File: src/rtl/clock_period_monitor_if.sv
// clock_period_monitor_if
//   Result handshake between the clock period monitor and its consumer.
//   period_out   : cycles between consecutive rising edges of the monitored clock
//   high_out     : cycles from a rising edge to the following falling edge
//   result_valid : period_out/high_out hold an unacknowledged result
//   result_ack   : consumer acknowledge, clears result_valid
//   master = monitor side, slave = consumer side.
interface clock_period_monitor_if #(
   parameter int unsigned WIDTH = 32
);
   logic [WIDTH-1:0] period_out;
   logic [WIDTH-1:0] high_out;
   logic             result_valid;
   logic             result_ack;

   modport master (
      output period_out,
      output high_out,
      output result_valid,
      input  result_ack
   );

   modport slave (
      input  period_out,
      input  high_out,
      input  result_valid,
      output result_ack
   );
endinterface

File: src/rtl/clock_period_monitor.sv
// clock_period_monitor
//   Measures a slow clock (sample_in) as data in the clock_in domain and
//   reports its period and high time in clock_in cycles. Raises stalled when
//   no rising edge is seen within TIMEOUT cycles.
// Ports:
//   clock_in  : system clock, all logic on its rising edge
//   reset     : synchronous, active-high reset
//   enable    : level-sensitive measurement enable
//   sample_in : monitored slow clock, asynchronous to clock_in
//   res       : result handshake (period_out, high_out, result_valid, result_ack)
//   overrun   : sticky, an unacknowledged result was overwritten
//   stalled   : no rising edge within TIMEOUT cycles
module clock_period_monitor #(
   parameter int unsigned WIDTH   = 32,
   parameter int unsigned TIMEOUT = 1000000
) (
   input  logic                   clock_in,
   input  logic                   reset,
   input  logic                   enable,
   input  logic                   sample_in,
   clock_period_monitor_if.master res,
   output logic                   overrun,
   output logic                   stalled
);

   localparam logic [WIDTH-1:0] TIMEOUT_CNT = WIDTH'(TIMEOUT);

   typedef enum logic [1:0] {
      IDLE,
      ARM,
      MEASURE
   } state_t;

   state_t           state;
   state_t           state_next;

   logic             s1;
   logic             s2;
   logic             s3;
   logic             rise;
   logic             fall;

   logic [WIDTH-1:0] cnt;
   logic [WIDTH-1:0] cnt_next;
   logic [WIDTH-1:0] high_shadow;
   logic             stalled_next;
   logic             latch;
   logic             capture_high;

   // s1/s2 resynchronise sample_in; s3 is the previous synchronised value
   assign rise = s2 & ~s3;
   assign fall = ~s2 & s3;

   always_ff @(posedge clock_in) begin
      if (reset) begin
         state <= IDLE;
      end else begin
         state <= state_next;
      end
   end

   // A rise always wins over the timeout check, so a period of exactly
   // TIMEOUT cycles is still measured.
   always_comb begin
      state_next   = state;
      cnt_next     = cnt;
      stalled_next = stalled;
      latch        = 1'b0;
      capture_high = 1'b0;
      if (!enable) begin
         state_next   = IDLE;
         cnt_next     = '0;
         stalled_next = 1'b0;
      end else begin
         case (state)
            IDLE: begin
               state_next   = ARM;
               cnt_next     = '0;
               stalled_next = 1'b0;
            end
            ARM: begin
               if (rise) begin
                  cnt_next   = WIDTH'(1);
                  state_next = MEASURE;
               end else if (cnt == TIMEOUT_CNT) begin
                  stalled_next = 1'b1;
                  cnt_next     = '0;
               end else begin
                  cnt_next = cnt + WIDTH'(1);
               end
            end
            MEASURE: begin
               if (rise) begin
                  latch        = 1'b1;
                  stalled_next = 1'b0;
                  cnt_next     = WIDTH'(1);
               end else if (cnt == TIMEOUT_CNT) begin
                  stalled_next = 1'b1;
                  cnt_next     = '0;
                  state_next   = ARM;
               end else begin
                  cnt_next     = cnt + WIDTH'(1);
                  capture_high = fall;
               end
            end
            default: begin
               state_next = IDLE;
               cnt_next   = '0;
            end
         endcase
      end
   end

   always_ff @(posedge clock_in) begin
      if (reset) begin
         s1               <= 1'b0;
         s2               <= 1'b0;
         s3               <= 1'b0;
         cnt              <= '0;
         high_shadow      <= '0;
         stalled          <= 1'b0;
         overrun          <= 1'b0;
         res.period_out   <= '0;
         res.high_out     <= '0;
         res.result_valid <= 1'b0;
      end else begin
         s1      <= sample_in;
         s2      <= s1;
         s3      <= s2;
         cnt     <= cnt_next;
         stalled <= stalled_next;
         if (capture_high) begin
            high_shadow <= cnt;
         end
         // A latch coinciding with an ack keeps valid high without overrun
         if (latch) begin
            res.period_out   <= cnt;
            res.high_out     <= high_shadow;
            res.result_valid <= 1'b1;
            if (res.result_valid && !res.result_ack) begin
               overrun <= 1'b1;
            end
         end else if (res.result_ack) begin
            res.result_valid <= 1'b0;
         end
      end
   end

endmodule
File: src/flat_wrapper.sv
// flat-port wrapper written by rule: the top's interface ports become plain ports
module clock_period_monitor_flat 
#(
   parameter int unsigned WIDTH   = 32,
   parameter int unsigned TIMEOUT = 1000000
)
  (clock_in, reset, enable, sample_in, overrun, stalled, res_period_out, res_high_out, res_result_valid, res_result_ack);
  clock_period_monitor_if #(.WIDTH(WIDTH)) res_i ();
  input  logic clock_in;
  input  logic reset;
  input  logic enable;
  input  logic sample_in;
  output logic overrun;
  output logic stalled;
  output wire logic [$bits(res_i.period_out)-1:0] res_period_out;
  output wire logic [$bits(res_i.high_out)-1:0] res_high_out;
  output wire logic [$bits(res_i.result_valid)-1:0] res_result_valid;
  input wire logic [$bits(res_i.result_ack)-1:0] res_result_ack;
  assign res_period_out = res_i.period_out;
  assign res_high_out = res_i.high_out;
  assign res_result_valid = res_i.result_valid;
  assign res_i.result_ack = res_result_ack;
  clock_period_monitor #(.WIDTH(WIDTH), .TIMEOUT(TIMEOUT)) u_core (.clock_in(clock_in), .reset(reset), .enable(enable), .sample_in(sample_in), .res(res_i), .overrun(overrun), .stalled(stalled));
endmodule
File: config.mk
export PLATFORM = sky130hd
export DESIGN_NAME = clock_period_monitor_flat
export DESIGN_NICKNAME = d
export VERILOG_FILES = /design/src/rtl/clock_period_monitor_if.sv /design/src/rtl/clock_period_monitor.sv /design/src/flat_wrapper.sv
export SDC_FILE = /design/constraint.sdc
export NUM_CORES = 1
export LEC_CHECK = 0
export CAP_MARGIN = 20
export CORE_MARGIN = 2
export CORE_UTILIZATION = 55
export DETAILED_ROUTE_END_ITERATION = 8
export PLACE_DENSITY = 0.83
export RECOVER_POWER = 100
export SLEW_MARGIN = 20
export SYNTH_ARGS = -nofsm -noshare
export SYNTH_HDL_FRONTEND = slang
export SYNTH_SLANG_ARGS = --single-unit
File: constraint.sdc
create_clock -name clock_in -period 2.2 [get_ports clock_in]
set_input_delay 0.22 -clock clock_in [delete_from_list [all_inputs] [get_ports clock_in]]
set_output_delay 0.22 -clock clock_in [all_outputs]
set_load 0.03 [all_outputs]
==> metrics.md, run 1 <==
| Metric | Value |
|---|---|
| Number of global-route vias before repair | 4733 |
| Synth Area in Simple Gates | 0.267 |
| Finished Layout Cells | 859 |
| Via count | 4849 |
| Critical Path Fanout Max | 31 |
| Initial DRC count | 399 |
| Clock Skews | 0.0138 ns |
| Cells after synthesis | 652 |
| Top-area cell type share of the netlist area | 0.489 |
| Clock group share of total power | 0.512 |
| Most used DFF post-synth | dfxtp_1 |
| Post-Synth XOR/XNOR Area | 0.0189 |
| Maximum vdd drop | 0.000556 V |
| Net Sw Frac | 0.226 |
| Most common cell on crit path | and4_1 |
| CTS HTree Levels | 4 |
| Sequential power share | 0.471 |
| Max frequency | 472 MHz |
| EDFF count, synth | 0 |
| Avg Vias per Cell | 5.64 |
| WP buf/inv | 1 |
| Final setup violation count | 0 |
| Yosys top cell by area | dfxtp_1 |
| Post-Synth Adder-Cell Area | 0.0135 |
| Slowest-stage cell, CP | dfxtp_1 |
| Hold WC Path Type | primary input to flip-flop |
| Synth unique cells | 40 |
| Diodes inserted | 0 |
| Io pins | 72 |
| Seq/Total Area, Yosys | 0.489 |
| Startpoint types | flip-flop |
| Final Slew Violations | 134 |
| P_leak | 2.45 nW |
| Pwr Density | 752 mW/mm^2 |
| Post-synthesis mux area share | 0.0575 |
| Comb power frac | 0.017 |
| Clock Latency Late Sink | 0.53 ns |
| Syn avg cell area | 8.54 sq um |
| Initial Util | 0.567 |
| Critical-path cell list | and4_1 > and4_1 > a21o_1 > clkbuf_4 > nor2_1 |
| DIE WIDTH | 105 um |
| CTS tree | yes |
| Period utilisation layout | 0.963 |
| CP endpoint kind | flip-flop |
| Synth async-reset ratio | 0 |
| Failing checks | max-capacitance violations, max-slew violations |
| 1st-pass router iterations | 6 |
| Critical path's top delay family | simple AND/OR/NAND/NOR gates |
| Gpl congestion | 0.840 |
| Status | complete, but fails checks |
| Synth Area in Compound Gates | 0.112 |
| Gr usage total | 0.256 |
| Die area | 0.0109 sq mm |
| Psw | 1.18 mW |
| Drt drc | 0 |
| Layout cells sized above 1 | 0.0882 |
| Final Hold Vio Count | 0 |
| Warnings from Yosys | 0 |
| Largest family of logic cells by synthesized area | simple AND/OR/NAND/NOR gates |
| Area contributors post-synth | dfxtp_1 (49%), nand2_1 (9.5%), a21oi_1 (7.7%) |
| DP Cell Count | 826 |
| Clk buf depth | 2 |
| Layout area overhead | 25.2% |
| Critical path required time | 2.60 ns |
| # nets final | 724 |
| Crit path DAT | 2.52 ns |
| Initial antenna violation count | 0 |
| Worst-Margin Slew | 2.17 ns |
| Setup TNS | 0 ns |
| Sequential cell area | 0.00273 sq mm |
| Post-Syn Nets | 663 |
| CTS buffer count | 17 |
| Largest net degree at the start of global routing | 134 |
| Gr ovfl total | 0 |
| Pint | 4.06 mW |
| Synth Register Bits | 136 |
| Total core area | 0.00982 sq mm |
| Min Tclk post-route | 2.12 ns |
| Cell Rows | 36 |
| Avg WL per Cell | 16.2 um |
| Normalized max-slew margin | -0.446 |
| Post-DP HPWL | 9210 um |
| Synth cell count leaders | nand2_1 (141), dfxtp_1 (136), a21oi_1 (86), nand2b_1 (65), clkbuf_1 (35) |
| Synthesized area | 0.00557 sq mm |
| Drt total wl | 13900 um |
| First-pass GRT wire length | 22800 um |
| Max cap viols | 1 |
| Worst path max stage delay | 0.54 ns |
| I/O Buffers | 71 |
| Clk slew on worst S/H paths | 0.06 ns |
| Most frequent cell after synthesis | nand2_1 |
| Die Y-Extent | 105 um |
| Sink Count | 136 |
| Clock Root Buffer | clkbuf_8 |
| Final ANT Viol Nets | 0 |
| Number of fill cells in the layout | 794 |
| Multi-input gate area | 0.00264 sq mm |
| WS Path Type | flip-flop to flip-flop |
flip-flops by register name, indices dropped and copies added (netlist names):
signal,count
u_core.cnt,32
u_core.high_shadow,32
u_core.overrun,1
u_core.res.high_out,32
u_core.res.period_out,32
u_core.res.result_valid,1
u_core.s1,1
u_core.s2,1
u_core.s3,1
u_core.stalled,1
u_core.state,2
cells in the final DEF, fill, tap and decap left out, types with 5 or more instances in the layout:
master	n
nand2b_1	65
buf_4	15
clkbuf_16	16
a21oi_1	85
ha_1	6
o31ai_1	9
and4_1	6
or4_1	9
dfxtp_1	133
nand4_1	6
clkinv_4	5
nor2_1	15
mux2i_1	32
nor2b_1	5
o21ai_0	11
dlygate4sd3_1	67
nand3_1	14
or3_1	9
nor3_1	6
xnor2_1	8
inv_1	8
nand2_1	141
stage by stage:
step | power, mW | worst slack [ns] | hold WS, ns | util | area (sq um)
global route | 5.39 | -0.00236 | 0.137 | 0.710 | 6970
CTS | 5.26 | 0.0180 | 0.166 | 0.714 | 7010
floorplan | 2.59 | 0.300 | 0.348 | - | 5570
global placement | 2.61 | 0.159 | 0.423 | 0.656 | 6440
detailed placement | 2.61 | 0.0548 | 0.433 | 0.656 | 6440
finish | 5.24 | 0.0813 | 0.136 | 0.710 | 6970
power groups by stage:
stage / Sequential (mW) / Clock (mW) / Combinational, mW
finish: 2.47 / 2.69 / 0.0872
global route: 2.47 / 2.83 / 0.0952
CTS: 2.47 / 2.71 / 0.0899
detailed placement: 2.52 / 0 / 0.0892
global placement: 2.52 / 0 / 0.0863
floorplan: 2.52 / 0 / 0.0653
timing repair:
action                     CTS  global route
setup endpoints to repair    0             9
resized for setup            0             4
hold buffers                 0             0
buffers inserted             0             0
logic make-up after synthesis:
kind of cell,Yosys count
and+or+nand+nor,296
DFF,136
AOI/OAI and AO/OA,114
buffers and inverters,56
muxes,32
xor gates and xnor gates,12
adders and majority gates,6
worst register-to-register path, cell delays in order (launching register included):
cell and delay [ns]:
dfxtp_1 0.54, and4_1 0.38, and4_1 0.45, a21o_1 0.17, clkbuf_4 0.36, nor2_1 0.10
routing by layer:
layer / share of wire / global-route usage
met5: 0 / 0
met2: 0.49 / 0.420
met1: 0.42 / 0.321
met3: 0.061 / 0.0667
met4: 0.032 / 0.108
final timing paths:
check	startpoint	to	slack, ns	depth (start not counted)
worst min register to register	u_core.s1$_SDFF_PP0_	u_core.s2$_SDFF_PP0_	0.45	1
worst max register to register	u_core.cnt[17]$_SDFF_PP0_	u_core.cnt[2]$_SDFF_PP0_	0.08	5
worst min-delay path	reset	u_core.state[0]$_SDFFE_PP0P_	0.14	5
worst max-delay path	u_core.cnt[17]$_SDFF_PP0_	u_core.cnt[2]$_SDFF_PP0_	0.08	5
area by class of cell:
type                            count  share of cell area
Multi-Input combinational cell    461               0.379
Clock inverter                     14              0.0201
Inverter                            8             0.00431
Sequential cell                   136               0.391
Tap cell                          133              0.0239
Timing Repair Buffer               89               0.121
Clock buffer                       18              0.0614
(Power assumes the default switching activity.)
==> run 2: changes to the inputs <==
--- a/config.mk
+++ b/config.mk
@@ -17 +17,2 @@
 export SYNTH_SLANG_ARGS = --single-unit
+export TNS_END_PERCENT = 5
--- a/constraint.sdc
+++ b/constraint.sdc
@@ -3,2 +3,2 @@
 set_output_delay 0.22 -clock clock_in [all_outputs]
-set_load 0.03 [all_outputs]
+set_load 0.02 [all_outputs]
==> metrics.md, run 2 (synthesized netlist as in run 1, its figures left out) <==
| Metric | Value |
|---|---|
| Status | complete, but fails checks |
| Failing checks | max-capacitance violations, max-slew violations |
| Critical Path End | u_core.cnt[31]$_SDFF_PP0_ |
| Initial DRC count | 331 (-17%) |
| Initial Util | 0.567 (unchanged) |
| 1st-pass router iterations | 7 (+1) |
| Final setup violation count | 0 (unchanged) |
| CTS tree | yes |
| Drt total wl | 13900 um (-0.37%) |
| Hold Buf Count CTS | 0 (unchanged) |
| Via count | 4860 (+0.23%) |
| CP Launch Point | u_core.cnt[8]$_SDFF_PP0_ |
| Sequential cell area | 0.00273 sq mm (about the same) |
| I/O Buffers | 71 (unchanged) |
| Largest net degree at the start of global routing | 134 (unchanged) |
| WS Path Type | flip-flop to flip-flop |
| Tot Pwr | 5.24 mW (about the same) |
| Unrepaired setup endpoints after global routing | no |
| Clk slew on worst S/H paths | 0.06 ns (about the same) |
| Io pins | 72 (unchanged) |
| Layout area overhead | 25.1% |
| Final Hold Vio Count | 0 (unchanged) |
| Hold WC Path Type | primary input to flip-flop |
| Worst-case hold slack | 0.136 ns (+0.000120 ns) |
| Clock Latency Late Sink | 0.53 ns (about the same) |
| CTS HTree Levels | 4 (unchanged) |
| Normalized max-slew margin | -0.445 (about the same) |
| Period utilisation layout | 0.945 (-0.0183) |
| Sink Count | 136 (unchanged) |
| # nets final | 723 (-0.14%) |
| Number of fill cells in the layout | 792 (-0.25%) |
| Final ANT Viol Nets | 0 (unchanged) |
| Avg Vias per Cell | 5.66 (+0.34%) |
| Clk buf depth | 2 (unchanged) |
| DIE WIDTH | 105 um (unchanged) |
| Slowest-stage cell, CP | or4_4 |
| P_leak | 2.45 nW (about the same) |
| Most common cell after layout, fill and taps aside | nand2_1 |
| Layout cells sized above 1 | 0.0883 (+0.000122) |
| Min Tclk post-route | 2.08 ns (-0.0402 ns) |
| Maximum vdd drop | 0.000555 V (-0.23%) |
| Clock Root Buffer | clkbuf_8 |
| First-pass GRT wire length | 22800 um (unchanged) |
| Setup TNS | 0 ns (unchanged) |
| Gr usage total | 0.256 (unchanged) |
| CP endpoint kind | flip-flop |
| Max cap viols | 1 (unchanged) |
| Met3 Usage GRT | 0.0667 (unchanged) |
| R2R Path Start | u_core.cnt[8]$_SDFF_PP0_ |
| Crit path DAT | 2.53 ns (about the same) |
| Worst path max stage delay | 0.68 ns (+0.14 ns) |
| Diodes inserted | 0 (unchanged) |
| # Post-CTS Setup Buffers | 0 (unchanged) |
| FF-to-FF setup slack | 0.12 ns (+0.04 ns) |
| Initial antenna violation count | 0 (unchanged) |
| Critical-path cell list | nand4_2 > or4_4 > or4_1 > a21oi_1 |
| Max frequency | 481 MHz (+1.9%) |
| Met2 Track Usage GR | 0.420 (unchanged) |
| CTS buffer count | 17 (unchanged) |
| Die area | 0.0109 sq mm (unchanged) |
| Post-DP HPWL | 9210 um (unchanged) |
| Drt drc | 0 (unchanged) |
| Critical Path Fanout Max | 21 (-32%) |
| CTS-repair resized insts | 0 (unchanged) |
| Multi-input gate area | 0.00263 sq mm (-0.33%) |
| Clock Skews | 0.0109 ns (-0.00290 ns) |
| Pwr Density | 752 mW/mm^2 (about the same) |
| Die Y-Extent | 105 um (unchanged) |
| Cell Rows | 36 (unchanged) |
| Number of global-route vias before repair | 4733 (unchanged) |
| Worst-Margin Slew | 2.17 ns (-0.000586 ns) |
| Top Usage Layer GRT | met2 |
| Startpoint types | flip-flop |
| GRT met1 Usage | 0.321 (unchanged) |
| FF-to-FF End | u_core.cnt[31]$_SDFF_PP0_ |
| Total core area | 0.00982 sq mm (unchanged) |
| Final Slew Violations | 134 (unchanged) |
| Gr ovfl total | 0 (unchanged) |
| Critical path required time | 2.66 ns (+0.06 ns) |
| Avg WL per Cell | 16.2 um (-0.26%) |
| Gpl congestion | 0.840 (unchanged) |
| Commonest non-fill, non-tap cells in the layout | nand2_1 (141), dfxtp_1 (132), a21oi_1 (85) |
| R2r worst-path depth | 4 (-1) |
## run 2: cell count changes in the layout (fill, tap and decap cells not counted), sizes merged
cell / delta
buf: +1
clkbuf: -1
or4: -1
## run 2: worst min path at each step
stage	startpoint	slack (ns)	endpoint	cells past startpoint
2_1_floorplan	sample_in	0.35	u_core.s1$_SDFF_PP0_	1
3_3_place_gp	u_core.s1$_SDFF_PP0_	0.42	u_core.s2$_SDFF_PP0_	1
3_5_place_dp	u_core.s1$_SDFF_PP0_	0.43	u_core.s2$_SDFF_PP0_	1
4_1_cts	reset	0.17	u_core.state[0]$_SDFFE_PP0P_	5
5_1_grt	reset	0.14	u_core.state[0]$_SDFFE_PP0P_	5
6_report	reset	0.14	u_core.state[0]$_SDFFE_PP0P_	5
## run 2: layout make-up
| type | instances | share of cell area |
|---|---|---|
| clock buffers | 18 | 0.0614 |
| well taps | 133 | 0.0239 |
| repair buffers | 89 | 0.121 |
| inverters | 8 | 0.00431 |
| multi-input cells | 460 | 0.378 |
| flip-flops and latches | 136 | 0.392 |
| clock inverters | 14 | 0.0201 |
## run 2: metal layers
layer,vias to the layer above,share of wire
met5,-,0
met4,0,0.032
met3,50,0.054
met2,175,0.49
met1,2315,0.42
li1,2320,-
## run 2: stage by stage
stage / std cells / setup slack (ns) / instance area (sq um) / util
floorplan: 652 / 0.300 / 5570 / -
global placement: 826 / 0.159 / 6440 / 0.656
detailed placement: 826 / 0.0548 / 6440 / 0.656
CTS: 858 / 0.0180 / 7010 / 0.714
global route: 858 / 0.00398 / 6970 / 0.709
finish: 858 / 0.122 / 6970 / 0.709
## run 2: worst max-delay path: cells and delay by family (launching register included)
family           cells  cell delay [ns]
AO/OA/AOI/OAI        1             0.14
flip-flops           1             0.45
AND/OR/NAND/NOR      3             1.41
## run 2: report_power, final
part / internal [mW] / switching (mW) / leakage [nW]
Clock: 1.55 / 1.13 / 0.275
Combinational: 0.0368 / 0.0506 / 1.08
Sequential: 2.47 / 0.00342 / 1.10
==> run 3: changes to the inputs <==
ABC_CLOCK_PERIOD_IN_PS = 2200   (was unset)
CAP_MARGIN = 15   (was 20)
MAX_ROUTING_LAYER = met4   (was unset)
==> metrics.md, run 3 (synthesized netlist as in run 1, its figures left out) <==
| Metric | Value |
|---|---|
| Status | complete, but fails checks |
| Failing checks | max-capacitance violations, max-slew violations |
| Final Slew Violations | 134 (unchanged) |
| First-pass GRT wire length | 22800 um (+0.33%) |
| Max cap viols | 1 (unchanged) |
| Clock Latency Late Sink | 0.53 ns (about the same) |
| 1st-pass router iterations | 5 (-2) |
| Net Sw Frac | 0.194 (-0.0314) |
| Critical-path cell list | nand4_1 > or4_4 > or4_1 > a21oi_1 |
| P_leak | 2.51 nW (+2.5%) |
| CP endpoint kind | flip-flop |
| Via count | 4869 (+0.19%) |
| Layout area overhead | 27.3% |
| CTS tree | yes |
| Worst path max stage delay | 0.58 ns (-0.10 ns) |
| Gpl congestion | 0.873 (+3.9%) |
| Final Hold Vio Count | 0 (unchanged) |
| Min Tclk post-route | 2.10 ns (+0.0175 ns) |
| Die Y-Extent | 105 um (unchanged) |
| Maximum vdd drop | 0.000447 V (-19%) |
| Largest net degree at the start of global routing | 134 (unchanged) |
| Dpl cell area | 0.00648 sq mm (+0.58%) |
| Post-DP HPWL | 9120 um (-0.90%) |
| Gr usage total | 0.267 (+0.0105) |
| Crit path DAT | 2.54 ns (about the same) |
| WS Path Type | flip-flop to flip-flop |
| Number of global-route vias before repair | 4682 (-1.1%) |
| Normalized max-slew margin | -0.420 (+0.0258) |
| Clk slew on worst S/H paths | 0.06 ns (about the same) |
| Number of fill cells in the layout | 768 (-3.0%) |
| DIE WIDTH | 105 um (unchanged) |
| CP Launch Point | u_core.cnt[3]$_SDFF_PP0_ |
| Diodes inserted | 0 (unchanged) |
| Drt drc | 0 (unchanged) |
| Gr ovfl total | 0 (unchanged) |
| Pwr Density | 795 mW/mm^2 (+5.7%) |
| Critical path's top delay family | simple AND/OR/NAND/NOR gates |
| Initial DRC count | 382 (+15%) |
| Most common cell after layout, fill and taps aside | nand2_1 |
| Initial antenna violation count | 0 (unchanged) |
| Max frequency | 477 MHz (-0.83%) |
| Sequential power share | 0.438 (-0.033) |
| Period utilisation layout | 0.953 (+0.00795) |
| Cell area after layout | 0.00709 sq mm (+1.8%) |
| Commonest non-fill, non-tap cells in the layout | nand2_1 (141), dfxtp_1 (136), a21oi_1 (85) |
| Clock Root Buffer | clkbuf_8 |
| Avg WL per Cell | 15.7 um (-3.1%) |
| Drt total wl | 13500 um (-2.6%) |
| Worst-case hold slack | 0.152 ns (+0.0161 ns) |
| Slowest-stage cell, CP | or4_4 |
| I/O Buffers | 71 (unchanged) |
| Pint | 4.54 mW (+12%) |
| Hold WC Path Type | primary input to flip-flop |
| Critical Path End | u_core.cnt[27]$_SDFF_PP0_ |
| Initial Util | 0.567 (unchanged) |
| Final setup violation count | 0 (unchanged) |
| Setup TNS | 0 ns (unchanged) |
| # nets final | 728 (+0.69%) |
| R2r worst-path depth | 4 (unchanged) |
| R2R Path Start | u_core.cnt[3]$_SDFF_PP0_ |
| Sink Count | 136 (unchanged) |
| Final ANT Viol Nets | 0 (unchanged) |
| CTS buffer count | 17 (unchanged) |
| Worst-Margin Slew | 2.13 ns (-0.0387 ns) |
| WP buf/inv | 0 (unchanged) |
| Hold Buf Count CTS | 0 (unchanged) |
| Critical path depth | 4 (unchanged) |
| Comb power frac | 0.015 (-0.002) |
| Multi-input gate area | 0.00263 sq mm (unchanged) |
| Die area | 0.0109 sq mm (unchanged) |
| Psw | 1.09 mW (-7.4%) |
| FF-to-FF setup slack | 0.10 ns (-0.02 ns) |
| Clock Skews | 0.00714 ns (-0.00379 ns) |
| Clock group share of total power | 0.546 (+0.034) |
| Clk buf depth | 2 (unchanged) |
| Critical Path Fanout Max | 21 (unchanged) |
| Critical path required time | 2.65 ns (about the same) |
| Unrepaired setup endpoints after global routing | no |
| Avg Vias per Cell | 5.65 (-0.28%) |
| Layout cells sized above 1 | 0.0878 (-0.000484) |
| FF-to-FF End | u_core.cnt[27]$_SDFF_PP0_ |
| Total core area | 0.00982 sq mm (unchanged) |
| CTS HTree Levels | 4 (unchanged) |
| Sequential cell area | 0.00272 sq mm (-0.18%) |
| Startpoint types | flip-flop |
| Io pins | 72 (unchanged) |
| Cell Rows | 36 (unchanged) |
==> run 3: changes by cell type in the layout (fill, tap and decap cells not counted), moves of 3 or more <==
cell and delta:
dfxtp_2 -4, bufinv_16 +4, dfxtp_1 +4, inv_6 -4, clkinv_4 -3, buf_4 +4
==> run 3: power groups by stage <==
stage                     Sequential (mW)  Combinational (mW)  Clock, mW
after detailed placement             2.52              0.0899          0
after global placement               2.52              0.0870          0
after CTS                            2.47              0.0902       3.12
after global routing                 2.47              0.0966       3.23
final                                2.47              0.0873       3.08
after floorplan                      2.52              0.0653          0
==> run 3: repair_timing <==
item,in CTS,in global routing
endpoints found under the setup margin,0,2
gates resized for setup,0,1
buffers inserted,0,0
==> run 3: final cells by class <==
type	count	share of cell area
Clock buffer	20	0.0642
Timing Repair Buffer	94	0.125
Clock inverter	11	0.0275
Tap cell	133	0.0235
Inverter	8	0.00424
Multi-Input combinational cell	460	0.371
Sequential cell	136	0.384
==> run 3: layer usage <==
metal	global-route usage	wire (um)
met1	0.320	5740
met2	0.433	6620
met3	0.0555	763
met4	0.121	401
met5	-	0
==> run 3: through the flow <==
stage	total power, mW	utilization	std cells	setup slack (ns)
5_1_grt	5.80	0.722	862	0.00638
3_5_place_dp	2.61	0.660	831	0.117
4_1_cts	5.68	0.726	862	0.118
3_3_place_gp	2.61	0.660	831	0.208
6_report	5.64	0.722	862	0.104
2_1_floorplan	2.59	-	652	0.300
==> run 3: worst min-delay path by stage <==
| stage | from | to | slack [ns] | cells past startpoint |
|---|---|---|---|---|
| 6_report | reset | u_core.cnt[0]$_SDFF_PP0_ | 0.15 | 4 |
| 5_1_grt | reset | u_core.cnt[0]$_SDFF_PP0_ | 0.16 | 4 |
| 4_1_cts | reset | u_core.cnt[0]$_SDFF_PP0_ | 0.18 | 4 |
| 3_5_place_dp | u_core.s1$_SDFF_PP0_ | u_core.s2$_SDFF_PP0_ | 0.43 | 1 |
| 3_3_place_gp | u_core.s1$_SDFF_PP0_ | u_core.s2$_SDFF_PP0_ | 0.42 | 1 |
| 2_1_floorplan | sample_in | u_core.s1$_SDFF_PP0_ | 0.35 | 1 |
==> run 3: worst register-to-register path: cells and delay by family (launching register included) <==
family | cells | cell delay [ns]
simple gates | 3 | 1.31
flops | 1 | 0.53
compound gates | 1 | 0.18
